--- config.mk ---
export PLATFORM = sky130hd
export DESIGN_NAME = if_stage
export DESIGN_NICKNAME = d
export VERILOG_FILES = /design/src/rtl/if_stage_pkg.sv /design/src/rtl/if_stage.sv
export SDC_FILE = /design/constraint.sdc
export NUM_CORES = 1
export LEC_CHECK = 0
export ABC_AREA = 1
export BUFFER_PORTS_ARGS = -buffer_cell sky130_fd_sc_hd__buf_2
export CAP_MARGIN = 20
export CELL_PAD_IN_SITES_DETAIL_PLACEMENT = 0
export CELL_PAD_IN_SITES_GLOBAL_PLACEMENT = 1
export CORE_MARGIN = 2
export CORE_UTILIZATION = 33
export DETAILED_ROUTE_END_ITERATION = 7
export PLACE_DENSITY = 0.85
export REMOVE_ABC_BUFFERS = 1
export SETUP_SLACK_MARGIN = 0.1
export SYNTH_ARGS = -nofsm -noshare
export SYNTH_HDL_FRONTEND = slang
export SYNTH_SLANG_ARGS = --single-unit
--- constraint.sdc ---
create_clock -name clk -period 3.65 [get_ports clk]
set_input_delay 0.365 -clock clk [delete_from_list [all_inputs] [get_ports clk]]
set_output_delay 0.365 -clock clk [all_outputs]
set_load 0.05 [all_outputs]
--- src/rtl/if_stage_pkg.sv ---
// Shared fetch/decode bundle types and constants.
// Imported by the fetch stage and its neighbours.
package if_stage_pkg;

  localparam int PFS_TO_FS_BUS_WD = 65;
  localparam int FS_TO_DS_BUS_WD  = 70;

  localparam logic [4:0] EXCODE_ADEL = 5'h04;

  typedef struct packed {
    logic        inst_ok;
    logic [31:0] inst;
    logic [31:0] pc;
  } pfs_to_fs_t;

  typedef struct packed {
    logic        ex;
    logic [4:0]  excode;
    logic [31:0] inst;
    logic [31:0] pc;
  } fs_to_ds_t;

endpackage

--- src/rtl/if_stage.sv ---
// Fetch stage: holds one PC, completes it from the inst
// response or the upstream capture, drops flushed responses.
module if_stage
  import if_stage_pkg::*;
(
  input  logic                        clk,
  input  logic                        reset,
  input  logic                        pfs_to_fs_valid,
  input  logic [PFS_TO_FS_BUS_WD-1:0] pfs_to_fs_bus,
  input  logic                        pfs_inst_waiting,
  output logic                        fs_allowin,
  output logic                        fs_valid,
  output logic                        fs_inst_unable,
  input  logic                        inst_sram_data_ok,
  input  logic [31:0]                 inst_sram_rdata,
  input  logic                        ds_allowin,
  output logic                        fs_to_ds_valid,
  output logic [FS_TO_DS_BUS_WD-1:0]  fs_to_ds_bus,
  input  logic                        ws_ex,
  input  logic                        ws_eret
);

  pfs_to_fs_t pfs;
  fs_to_ds_t  ds;

  logic [31:0] fs_pc;
  logic        buf_valid;
  logic [31:0] buf_inst;
  logic [1:0]  cancel_cnt;
  logic [1:0]  cancel_nxt;

  logic flush;
  logic fs_wait;
  logic cnt_zero;
  logic take_data;
  logic fs_ready_go;
  logic adel;
  logic drop_sub;

  assign pfs = pfs_to_fs_t'(pfs_to_fs_bus);

  assign flush       = ws_ex | ws_eret;
  assign fs_wait     = fs_valid & ~buf_valid;
  assign cnt_zero    = (cancel_cnt == 2'd0);
  assign take_data   = inst_sram_data_ok & cnt_zero & fs_wait;
  assign fs_ready_go = buf_valid | take_data;

  assign fs_allowin     = ~fs_valid | (fs_ready_go & ds_allowin);
  assign fs_to_ds_valid = fs_valid & fs_ready_go & ~flush;
  assign fs_inst_unable = cnt_zero & ~fs_wait;

  assign adel = (fs_pc[1:0] != 2'b00);

  // Bus to decode; zero when no live entry.
  always_comb begin
    ds        = '0;
    if (fs_valid) begin
      ds.ex     = adel;
      ds.excode = adel ? EXCODE_ADEL : 5'h00;
      ds.inst   = adel ? 32'h0
                : (buf_valid ? buf_inst : inst_sram_rdata);
      ds.pc     = fs_pc;
    end
  end

  assign fs_to_ds_bus = ds;

  // Entry register: flush beats load beats capture.
  always_ff @(posedge clk) begin
    if (reset) begin
      fs_valid  <= 1'b0;
      fs_pc     <= '0;
      buf_valid <= 1'b0;
      buf_inst  <= '0;
    end else if (flush) begin
      fs_valid  <= 1'b0;
      buf_valid <= 1'b0;
    end else if (fs_allowin) begin
      fs_valid  <= pfs_to_fs_valid;
      fs_pc     <= pfs.pc;
      buf_valid <= pfs.inst_ok;
      buf_inst  <= pfs.inst;
    end else if (take_data) begin
      buf_valid <= 1'b1;
      buf_inst  <= inst_sram_rdata;
    end
  end

  // Responses owed to flushed requests, net of one arriving now.
  always_comb begin
    drop_sub   = inst_sram_data_ok & (~cnt_zero | fs_wait);
    cancel_nxt = cancel_cnt;
    if (flush)
      cancel_nxt = cancel_cnt
                 + {1'b0, fs_wait}
                 + {1'b0, pfs_inst_waiting}
                 - {1'b0, drop_sub};
    else if (inst_sram_data_ok & ~cnt_zero)
      cancel_nxt = cancel_cnt - 2'd1;
  end

  // Cancel counter register.
  always_ff @(posedge clk) begin
    if (reset) cancel_cnt <= 2'd0;
    else       cancel_cnt <= cancel_nxt;
  end

endmodule
Word-level counts from Yosys, hierarchy flattened
Cells that the tools add are included.
Widths: inputs -> output; s select.

storage, ports and cells
  output and inout port bits = 74
  register bits after elaboration = 68

operators by class
  $add $sub $neg = 4
  bitwise operators = 18
  reduce and logical (&&, ||, !) cells = 7
  multiplexer cells = 10

operator list
  kind                 count
  $mux 32              4
  $mux 70              1
  $and 1x1->1          9
  $reduce_bool 2->1    3
  $not 1->1            5
  $add 2x1->2          2
  $mux 2               2
  $or 1x1->1           4
  $reduce_and 2->1     2
  $mux 3               1
  $logic_not 2->1      1
  $mux 1               2
  $reduce_or 2->1      1
  $sub 2x1->2          1
  $sub 2x1->2 const B  1

Longest topological paths before layout
Gate-level depths: netlist of the first run.

  depth after elaboration = 8
  mapped depth = 14
  gate-level depth less buffers = 14

Least setup slack after synthesis of the first run
OpenSTA, ideal clock, no wires.

  path kind = reg-to-reg
  start point = register fs_valid
  end point = register cancel_cnt[1]
  slack = 0.911 ns
  arrival = 2.623 ns
  stages on the path, launching flop included = 15
  period minus slack after synthesis = 2.739 ns
  cell sequence = dfxtp_1 -> buf_2 -> inv_1 -> nor2_1 -> nor2_1 -> nor2_1 -> ha_1 -> inv_1 -> fa_1 -> inv_1 -> nand2_1 -> nand2_1 -> nand2_1 -> nand3_1 -> a21oi_1

between the ends
  cells in the longest elaborated chain, start to end = 5
  elaborated cells on any way between the ends = 7

RTL lines
  element                                     line                            RTL
  start, declared                             if_stage.sv:12                  output logic fs_valid,
  start signal, assigned                      if_stage.sv:79                  fs_valid <= pfs_to_fs_valid;
  $and 1x1->1 (*)                             if_stage.sv:43                  assign fs_wait = fs_valid & ~buf_valid;
  $add 2x1->2 or $or 1x1->1 (tied branches)   if_stage.sv:95, if_stage.sv:91
  $add 2x1->2 or $and 1x1->1 (tied branches)  if_stage.sv:96, if_stage.sv:91
  $sub 2x1->2 (*)                             if_stage.sv:97                  - {1'b0, drop_sub};
  $mux 2 (*)                                  if_stage.sv:93                  if (flush)
  end signal, assigned                        if_stage.sv:105                 else cancel_cnt <= cancel_nxt;
  end, declared                               if_stage.sv:29                  logic [1:0] cancel_cnt;

Mark *: on every way between the ends. The rest lies on a longest branch, timed or not.
A chain may end at the register's enable or synchronous reset.

Worst setup path after layout of the first run
  start point = register fs_valid
  end point = output port fs_allowin

between the ends
  cells in the longest elaborated chain, start to end = 5
  elaborated cells on any way between the ends = 6

RTL lines
  element         line            RTL
  $and 1x1->1     if_stage.sv:43
  $and 1x1->1     if_stage.sv:45  assign take_data = inst_sram_data_ok & cnt_zero & fs_wait;
  $or 1x1->1      if_stage.sv:46  assign fs_ready_go = buf_valid | take_data;
  $and 1x1->1     if_stage.sv:48  assign fs_allowin = ~fs_valid | (fs_ready_go & ds_allowin);
  $or 1x1->1 (*)  if_stage.sv:48
  end, declared   if_stage.sv:11  output logic fs_allowin,

Marked as above.

==> summary.md, run 1 <==
| Metric | Value |
|---|---|
| Final setup margin | 1.03 ns |
| Most frequent cell after synthesis | nand2_1 |
| WL met3 | 947 µm |
| Initial Utilization | 34.2% |
| DRT Wirelength | 11,800 µm |
| Hold Crit Class | in2reg |
| CTS tree | done |
| Mapped Cells | 741 |
| CP required | 3.28 ns |
| First-pass GRT wire length | 19,600 µm |
| Number of global-route vias before repair | 4,277 |
| Hold Path Depth | 2 |
| Slowest stage delay, CP | 0.51 ns |
| # H-tree levels | 3 |
| Clk_lat worst skew | 0.33 ns |
| Die W | 116 µm |
| Crit path from | fs_valid |
| WP buf/inv | 3 |
| Pre-CTS setup slack | 1.33 ns |
| Post-CTS setup buffer count | 0 |
| Leakage power total | 0.00333 µW |
| Fin Setup TNS | 0 ns |
| DRC violations left | 0 |
| Worst setup path class | reg2out |
| Global route total overflow | 0 |
| Worst r2r dst | cancel_cnt[1] |
| Via count | 4,529 |
| P&R area growth vs syn | 29.4% |
| WP data arrival | 2.26 ns |
| Tcrit/Tclk final | 71.9% |
| Setup slack, reg-to-reg | 1.36 ns |
| Fin util | 44.2% |
| Met2 wire length | 5100 µm |
| Post-synth cell types | 21 |
| DP HPWL | 7950 µm |
| Slew headroom | 45.0% |
| I/O pins | 179 |
| Main flop type after synthesis | dfxtp_1 |
| GP Congestion | 0.788 |
| Cell family with most CP delay | simple AND/OR/NAND/NOR gates |
| Total iterations of the first detailed-routing run | 4 |
| Cell area after synthesis | 4140 µm² |
| Tmin final | 2.62 ns |
| CTS Hold Buffers Added | 0 |
| EDFF count, synth | 0 |
| Average wire per standard cell | 11.1 µm |
| Wire length on met1 | 5600 µm |
| Initial drt markers | 194 |
| Syn avg cell area | 5.59 µm² |
| Die Y | 116 µm |
| Max-cap violations | 0 |
| Clock-pin slew on the worst setup and hold paths | 0.06 ns |
| Final-stage net count | 995 |
| Clk_skew | 0.00778 ns |
| Setup crit end | fs_allowin |
| Seq cells post-synth | 68 |
| Buffers added on ports | 174 |
| CTS Root Cell | clkbuf_16 |
| Worst path slowest cell | nand2_4 |
| Post-synth top cells | 297 x nand2_1, 132 x nor2_1, 109 x inv_1 |
| Synth area leaders | dfxtp_1 33%, nand2_1 27%, nor2_1 12%, inv_1 9.9%, nand3_1 4.6% |
| Final hold viol count | 0 |
| R2r startpoint | buf_valid |
| Layout cells sized above 1 | 22.6% |
| Number of max-slew violations in the final report | 0 |
| Rows | 40 |
| Die ar. | 13,500 µm² |
| Fmax achieved | 0.381 GHz |
| Stages on worst setup path | 5 |
| Largest net degree at the start of global routing | 65 |
| Max clock buf depth | 2 |
| Worst reg2reg path depth | 13 |
| Slew @ Worst Pin | 0.824 ns |
| Crit path capture type | output pin |
| Top sig layer | met4 |
| Initial antenna violation count | 2 |
| Synth async-reset ratio | 0% |
| Post-cts gate resize count | 0 |
| Critical path peak fanout | 37 |
| Yosys top cell area share | 32.9% |
| RSZ-0062 raised after global routing | no |
| Syn. warnings | 0 |
| Setup violations, final | 0 |
| PwrDens | 410 nW/µm² |
| Outcome | finished clean |
| VDD IR max | 0.173 mV |
| Seq/Total Area, Yosys | 32.9% |
| Total GRT Usage | 18.0% |
| Core area | 12,100 µm² |
| Routed via count divided by cell count | 4.27 |
| Cell Chain, Critical Path | buf_4 > nand3_4 > nand2_4 > inv_1 > buf_2 |
| CTS sink cnt | 68 |
| Post-route antenna net violation count | 0 |
| Critical Path Source Type | register |
| Num CTS Buffers | 9 |
| Post-synth top area cell | dfxtp_1 |
metal layers:
layer  up-vias  GRT usage, %
met5         -             0
met3        13          4.50
met4         0          6.03
li1       2449             -
met1      1914          21.9
met2       153          31.3
registers in the layout, summed over array words and instances, names as in the netlist:
register    flops
cancel_cnt      2
buf_valid       1
fs_valid        1
buf_inst       32
fs_pc          32
placed cells by master, fill, tap and decap left out, drive strengths merged:
master / Yosys / final
nor2: 133 / 133
a21oi: 34 / 34
nand2: 299 / 299
diode: 0 / 1
inv: 110 / 110
buf: 28 / 179
clkinv: 0 / 3
xor2: 1 / 1
conb: 1 / 4
clkbuf: 19 / 11
ha: 2 / 2
o21bai: 1 / 1
bufinv: 0 / 2
a211oi: 1 / 1
nand3: 41 / 41
fa: 1 / 1
dfxtp: 68 / 68
o21ai: 2 / 2
kinds of logic (layout without fill, tap and decap cells):
group           count (synthesis)  in the layout  share of synthesized area [%]
flops                          68             68                           32.9
simple gates                  473            473                           45.3
fa+ha+maj                       3              3                           1.09
compound gates                 38             38                           4.71
buf+inv                       157            305                           15.7
other cells                     1              5                         0.0906
xor+xnor                        1              1                          0.212
power by group:
part / switching, µW / internal, µW
sequential: 27.8 / 801
combinational: 281 / 153
clock: 319 / 613
total: 628 / 1570
worst min path at each step:
stage	startpoint	endpoint	slack [ns]
after floorplan	reset	cancel_cnt[1]	0.43
after global placement	fs_pc[4]	fs_pc[4]	0.50
after detailed placement	fs_pc[6]	fs_pc[6]	0.50
after CTS	reset	cancel_cnt[1]	0.20
after global routing	reset	cancel_cnt[1]	0.22
final	reset	cancel_cnt[1]	0.21
through the flow:
stage	instances	area, µm²	hold slack (ns)	power, µW
global placement	1044	5040	0.498	1280
CTS	1060	5350	0.198	2240
detailed placement	1044	5040	0.501	1280
global route	1060	5350	0.223	2330
finish	1061	5360	0.211	2200
floorplan	697	3920	0.434	1140
cell type report:
type	count	area [µm²]
clock buffer	11	243
antenna	1	2.50
clock inverter	5	75.1
fill	1393	6760
multi-input combinational	519	2140
sequential	68	1360
timing repair buffer	179	908
inverter	110	415
tap	168	210
No activity file was read; power rests on OpenSTA's default activity.
==> inputs of run 2 (changes only) <==
Settings changed: CORE_UTILIZATION 33 to 28, PLACE_DENSITY 0.85 to 0.77.
Clock period 3.65 ns to 2.26 ns, I/O delays scaled along.
==> run 2 against run 1 <==
  * Sequential cell count did not move
  * Sequential power is 62% higher
  * Wire length is 5.7% higher
  * Cell count rose by 2.2%
  * Die area up 17%
  * Register-to-register slack lost 1.1 ns
  * Sequential share of layout area shrank 0.50 points
  * Total power rose by 60%
  * Cell area is 2.1% higher
  * Non-clock buffer count grew 8
  * Clock skew down 0.0041 ns
  * Critical path type is now reg2reg
  * Critical endpoint is now cancel_cnt[0]
  * Largest cell class unchanged
  * Highest routed layer is now met5
==> summary.md, run 2 (synthesized netlist as in run 1, its figures left out) <==
| Metric | Value |
|---|---|
| Outcome | finished clean |
| Fillers | 1,648 (+18%) |
| Total iterations of the first detailed-routing run | 7 (+3) |
| DRC violations left | 0 (unchanged) |
| Antenna cell count | 0 (-1) |
| Switch Pwr | 1010 µW (+61%) |
| VDD IR max | 0.318 mV (+84%) |
| R2r startpoint | cancel_cnt[0] |
| Via count | 4,550 (+0.46%) |
| Worst reg2reg path depth | 10 (-3) |
| CTS Hold Buffers Added | 0 (unchanged) |
| GR Util met1 | 20.5% (-1.4 points) |
| Number of global-route vias before repair | 4,020 (-6.0%) |
| PwrDens | 641 nW/µm² (+56%) |
| Pint | 2490 µW (+59%) |
| Die ar. | 15,800 µm² (+17%) |
| Buffers added on ports | 174 (unchanged) |
| Clk_skew | 0.00363 ns (-0.00415 ns) |
| Max clock buf depth | 2 (unchanged) |
| Most common cell after layout, fill and taps aside | nand2_1 |
| Fin util | 37.8% (-6.5 points) |
| Clk network pwr share | 41.1% (-1.3 points) |
| Leakage power total | 0.00338 µW (+1.4%) |
| P&R area growth vs syn | 32.1% |
| Hold Crit Class | in2reg |
| First-pass GRT wire length | 19,900 µm (+1.8%) |
| Setup slack, reg-to-reg | 0.31 ns (-1.05 ns) |
| Initial Utilization | 28.6% (-5.6 points) |
| I/O pins | 179 (unchanged) |
| Setup crit end | cancel_cnt[0] |
| Core area | 14,500 µm² (+20%) |
| Crit path from | cancel_cnt[0] |
| DRT Wirelength | 12,500 µm (+5.7%) |
| Clk_lat worst skew | 0.33 ns (about the same) |
| Most used routing layer in global routing | met2 |
| FF+latch area | 1360 µm² (about the same) |
| Area of the multi-input gates | 2160 µm² (+1.1%) |
| Num CTS Buffers | 9 (unchanged) |
| RSZ-0062 raised after global routing | no |
| Worst setup path class | reg2reg |
| Met2 GRT Util | 24.6% (-6.7 points) |
| Post-route antenna net violation count | 0 (unchanged) |
| Tmin final | 1.95 ns |
| Global route total overflow | 0 (unchanged) |
| Final-stage net count | 1,004 (+0.90%) |
| Average wire per standard cell | 11.5 µm (+3.5%) |
| Total GRT Usage | 15.5% (-2.5 points) |
| Critical path peak fanout | 3 (-92%) |
| Number of max-slew violations in the final report | 0 (unchanged) |
| DP HPWL | 8490 µm (+6.8%) |
| Die W | 126 µm (+8.3%) |
| Tcrit/Tclk final | 86.4% |
| Switching Share | 28.8% (+0.24 points) |
| Cell Area, Placed | 5130 µm² (+1.9%) |
| Rows | 44 (+10%) |
| Met3 Track Usage GR | 4.02% (-0.48 points) |
| CP required | 2.46 ns (-0.82 ns) |
| CTS tree | done |
| Die Y | 126 µm (+8.3%) |
| GP Congestion | 0.762 (-3.3%) |
| Comb power frac | 20.6% (+0.8 points) |
| Most frequent cells in the layout | 297 x nand2_1, 174 x buf_2, 131 x nor2_1 |
| Largest regs | buf_inst: 32 flops, fs_pc: 32 flops, cancel_cnt: 2 flops |
| Pre-CTS setup slack | 0.269 ns (-1.06 ns) |
| Fin Setup TNS | 0 ns (unchanged) |
| Max-cap violations | 0 (unchanged) |
| Final hold viol count | 0 (unchanged) |
| Initial antenna violation count | 2 (unchanged) |
| Routed via count divided by cell count | 4.20 (-1.7%) |
| Sequential share of power | 38.2% (+0.4 points) |
| Critical Path Source Type | register |
| Clock-pin slew on the worst setup and hold paths | 0.05 ns (about the same) |
| Setup violations, final | 0 (unchanged) |
| Fmax achieved | 0.512 GHz |
| Hold Path Depth | 2 (unchanged) |
| Initial drt markers | 246 (+27%) |
| Largest net degree at the start of global routing | 65 (unchanged) |
| Crit path capture type | register |
| WP data arrival | 2.15 ns (-0.11 ns) |
| CTS Root Cell | clkbuf_16 |
| # H-tree levels | 3 (unchanged) |
| Layout cells sized above 1 | 23.4% (+0.80 points) |
| Worst r2r dst | cancel_cnt[0] |
| Final setup margin | 0.308 ns (-0.717 ns) |
| Final std cell area, no fill | 5470 µm² (+2.1%) |
| CTS sink cnt | 68 (unchanged) |
==> run 2: routing by layer <==
metal / vias to the layer above / part of all wire [%] / wire [µm]
met5: - / 0.10 / 13
met4: 2 / 1.6 / 200
met2: 151 / 44 / 5430
met1: 1912 / 48 / 5970
met3: 18 / 7.0 / 868
li1: 2467 / - / -
==> run 2: layout make-up <==
cell class / count / area share [%]
clock buffer: 14 / 5.01
tap: 184 / 4.21
sequential: 68 / 24.9
timing repair buffer: 187 / 18.2
multi-input combinational: 520 / 39.6
clock inverter: 1 / 0.549
inverter: 110 / 7.60
==> run 2: worst min-delay path by stage <==
stage,startpoint,to
floorplan,reset,cancel_cnt[1]
global placement,reset,cancel_cnt[1]
detailed placement,reset,cancel_cnt[1]
CTS,reset,cancel_cnt[1]
global route,reset,cancel_cnt[1]
finish,reset,cancel_cnt[1]
==> run 2: stage by stage <==
| stage | hold WS [ns] | cells | total power, µW |
|---|---|---|---|
| after floorplan | 0.295 | 697 | 1850 |
| after global placement | 0.422 | 1067 | 2080 |
| after detailed placement | 0.426 | 1067 | 2090 |
| after CTS | 0.0666 | 1082 | 3560 |
| after global routing | 0.0738 | 1084 | 3740 |
| final | 0.0825 | 1084 | 3510 |
==> run 2: critical path, stage by stage (launching register included) <==
cell and delay, ns:
dfxtp_1 0.35, inv_1 0.07, ha_1 0.21, inv_1 0.09, nor2_2 0.05, nor2_1 0.10, ha_1 0.23, inv_1 0.07
fa_1 0.39, o21ai_0 0.18, a21oi_1 0.07
==> run 2: repair_timing <==
item | in CTS | in global routing
buffers inserted | 0 | 1
resized for setup | 1 | 2
endpoints found under the setup margin | 1 | 3
gates cloned | 0 | 1
pin swaps | 0 | 2
==> run 2: power by group through the flow <==
stage	Clock, µW	Combinational, µW	Sequential, µW
3_5_place_dp	0	720	1370
5_1_grt	1550	831	1350
6_report	1440	722	1340
4_1_cts	1490	725	1340
2_1_floorplan	0	482	1360
3_3_place_gp	0	721	1360
==> inputs of run 3 (changes only) <==
Settings changed: BUFFER_PORTS_ARGS -buffer_cell sky130_fd_sc_hd__buf_2 to -buffer_cell sky130_fd_sc_hd__buf_4.
==> run 3 against run 2 <==
  * Clock skew down 0.00076 ns
  * Critical path depth decreased by 5
  * Total power up 1.9%
  * Cell area up 8.0%
  * Die area unchanged
  * Via count decreased by 0.42%
  * Sequential power barely moved
  * Cell count rose by 0.18%
  * Combinational power is 9.4% higher
  * Wire length up 2.0%
  * Clock power is essentially flat
  * Critical endpoint is now fs_to_ds_bus[48]
==> summary.md, run 3 (synthesized netlist as in run 1, its figures left out) <==
| Metric | Value |
|---|---|
| Critical path peak fanout | 32 (+29) |
| Pint | 2560 µW (+2.7%) |
| Hold Crit Class | in2reg |
| Setup violations, final | 0 (unchanged) |
| P&R area growth vs syn | 42.6% |
| Via count | 4,531 (-0.42%) |
| Total GRT Usage | 16.1% (+0.53 points) |
| Post-CTS setup buffer count | 0 (unchanged) |
| CP required | 2.03 ns (-0.43 ns) |
| Post-route antenna net violation count | 0 (unchanged) |
| Initial drt markers | 237 (-3.7%) |
| Leakage power total | 0.00347 µW (+2.7%) |
| Number of max-slew violations in the final report | 0 (unchanged) |
| Most common cell after layout, fill and taps aside | nand2_1 |
| Core area | 14,500 µm² (unchanged) |
| Max clock buf depth | 2 (unchanged) |
| DP HPWL | 9080 µm (+7.0%) |
| I/O pins | 179 (unchanged) |
| VDD IR max | 0.314 mV (-1.2%) |
| Outcome | finished clean |
| PwrDens | 605 nW/µm² (-5.6%) |
| WP data arrival | 1.75 ns (-0.40 ns) |
| Die Y | 126 µm (unchanged) |
| Max-cap violations | 0 (unchanged) |
| Tcrit/Tclk final | 87.3% (+0.94 points) |
| Fmax achieved | 0.507 GHz (-1.1%) |
| GP Congestion | 0.786 (+3.2%) |
| Worst reg2reg path depth | 13 (+3) |
| Initial Utilization | 28.6% (unchanged) |
| Comb power frac | 22.1% (+1.5 points) |
| CTS Hold Buffers Added | 0 (unchanged) |
| Largest net degree at the start of global routing | 42 (-35%) |
| Hold Path Depth | 2 (unchanged) |
| Switch Pwr | 1010 µW (about the same) |
| First-pass GRT wire length | 20,700 µm (+3.9%) |
| FF+latch area | 1360 µm² (about the same) |
| Final hold viol count | 0 (unchanged) |
| Rows | 44 (unchanged) |
| Initial antenna violation count | 0 (-2) |
| Global route total overflow | 0 (unchanged) |
| CTS sink cnt | 68 (unchanged) |
| Die W | 126 µm (unchanged) |
| Layout cells sized above 1 | 23.5% (+0.059 points) |
| Clk_lat worst skew | 0.33 ns (about the same) |
| Hold_ws | 0.0626 ns (-0.0199 ns) |
| Worst setup path class | reg2out |
| Pre-CTS setup slack | 0.295 ns (+0.0259 ns) |
| Largest regs | buf_inst: 32 flops, fs_pc: 32 flops, cancel_cnt: 2 flops |
| CTS tree | done |
| Average wire per standard cell | 11.7 µm (+1.8%) |
| Buffers added on ports | 174 (unchanged) |
| Number of global-route vias before repair | 4,148 (+3.2%) |
| Switching Share | 28.3% (-0.56 points) |
| Num CTS Buffers | 9 (unchanged) |
| Clock-pin slew on the worst setup and hold paths | 0.05 ns (about the same) |
| Most frequent cells in the layout | 297 x nand2_1, 188 x buf_4, 131 x nor2_1 |
| Sequential share of power | 37.4% (-0.8 points) |
| RSZ-0062 raised after global routing | no |
| Critical Path Source Type | register |
| # H-tree levels | 3 (unchanged) |
| Antenna cell count | 0 (unchanged) |
| Final setup margin | 0.287 ns (-0.0212 ns) |
| Crit path capture type | output pin |
| Final-stage net count | 1,006 (+0.20%) |
| Clk_skew | 0.00287 ns (-0.000761 ns) |
| DRC violations left | 0 (unchanged) |
| Die ar. | 15,800 µm² (unchanged) |
| DRT Wirelength | 12,700 µm (+2.0%) |
| Post-cts gate resize count | 0 (-1) |
| Area of the multi-input gates | 2140 µm² (-0.92%) |
| CTS Root Cell | clkbuf_16 |
| Fillers | 1,622 (-1.6%) |
| Routed via count divided by cell count | 4.17 (-0.60%) |
| Clk network pwr share | 40.4% (-0.7 points) |
| Total iterations of the first detailed-routing run | 4 (-3) |
| Tmin final | 1.97 ns (+0.0212 ns) |
run 3: cell types whose count changed in the layout (fill, tap and decap cells not counted):
cell | previous run | this run
buf_4 | 11 | 188
buf_2 | 174 | 0
dfxtp_1 | 67 | 68
dfxtp_2 | 1 | 0
nand2_8 | 1 | 0
run 3: area by class of cell:
type / count / area share (%)
tap: 184 / 3.90
clock inverter: 1 / 0.508
inverter: 110 / 7.03
sequential: 68 / 23.1
clock buffer: 14 / 4.64
multi-input combinational: 519 / 36.3
timing repair buffer: 190 / 24.6
run 3: per-stage QoR:
step	total power (µW)	utilization [%]	std cells	TNS [ns]	instance area, µm²
final	3570	40.8	1086	0	5910
after global routing	3780	40.8	1086	0	5910
after CTS	3620	40.8	1086	0	5900
after detailed placement	2160	38.7	1071	0	5600
after global placement	2150	38.7	1071	0	5600
after floorplan	1850	-	697	-61.77	3920
run 3: final timing paths:
check / startpoint / end / slack (ns)
worst min register to register: fs_pc[25] / fs_pc[25] / 0.51
worst min-delay path: reset / cancel_cnt[1] / 0.06
worst max-delay path: fs_valid / fs_to_ds_bus[48] / 0.29
worst max register to register: cancel_cnt[1] / cancel_cnt[1] / 0.31
run 3: worst max-delay path, stage by stage (launching register included):
cell	delay, ns
dfxtp_1	0.32
buf_4	0.24
nand3_1	0.11
buf_4	0.26
a21oi_1	0.22
buf_4	0.23
run 3: routing by layer:
| layer | global-route usage, % | part of all wire (%) |
|---|---|---|
| met1 | 21.2 | 48 |
| met5 | 0 | 0 |
| met2 | 25.2 | 43 |
| met4 | 5.10 | 1.1 |
| met3 | 4.79 | 8.1 |
run 3: power by group through the flow:
stage	sequential (µW)	combinational, µW	clock (µW)
final	1340	790	1440
after global routing	1350	896	1540
after CTS	1340	796	1490
after detailed placement	1360	793	0
after global placement	1360	792	0
after floorplan	1360	482	0
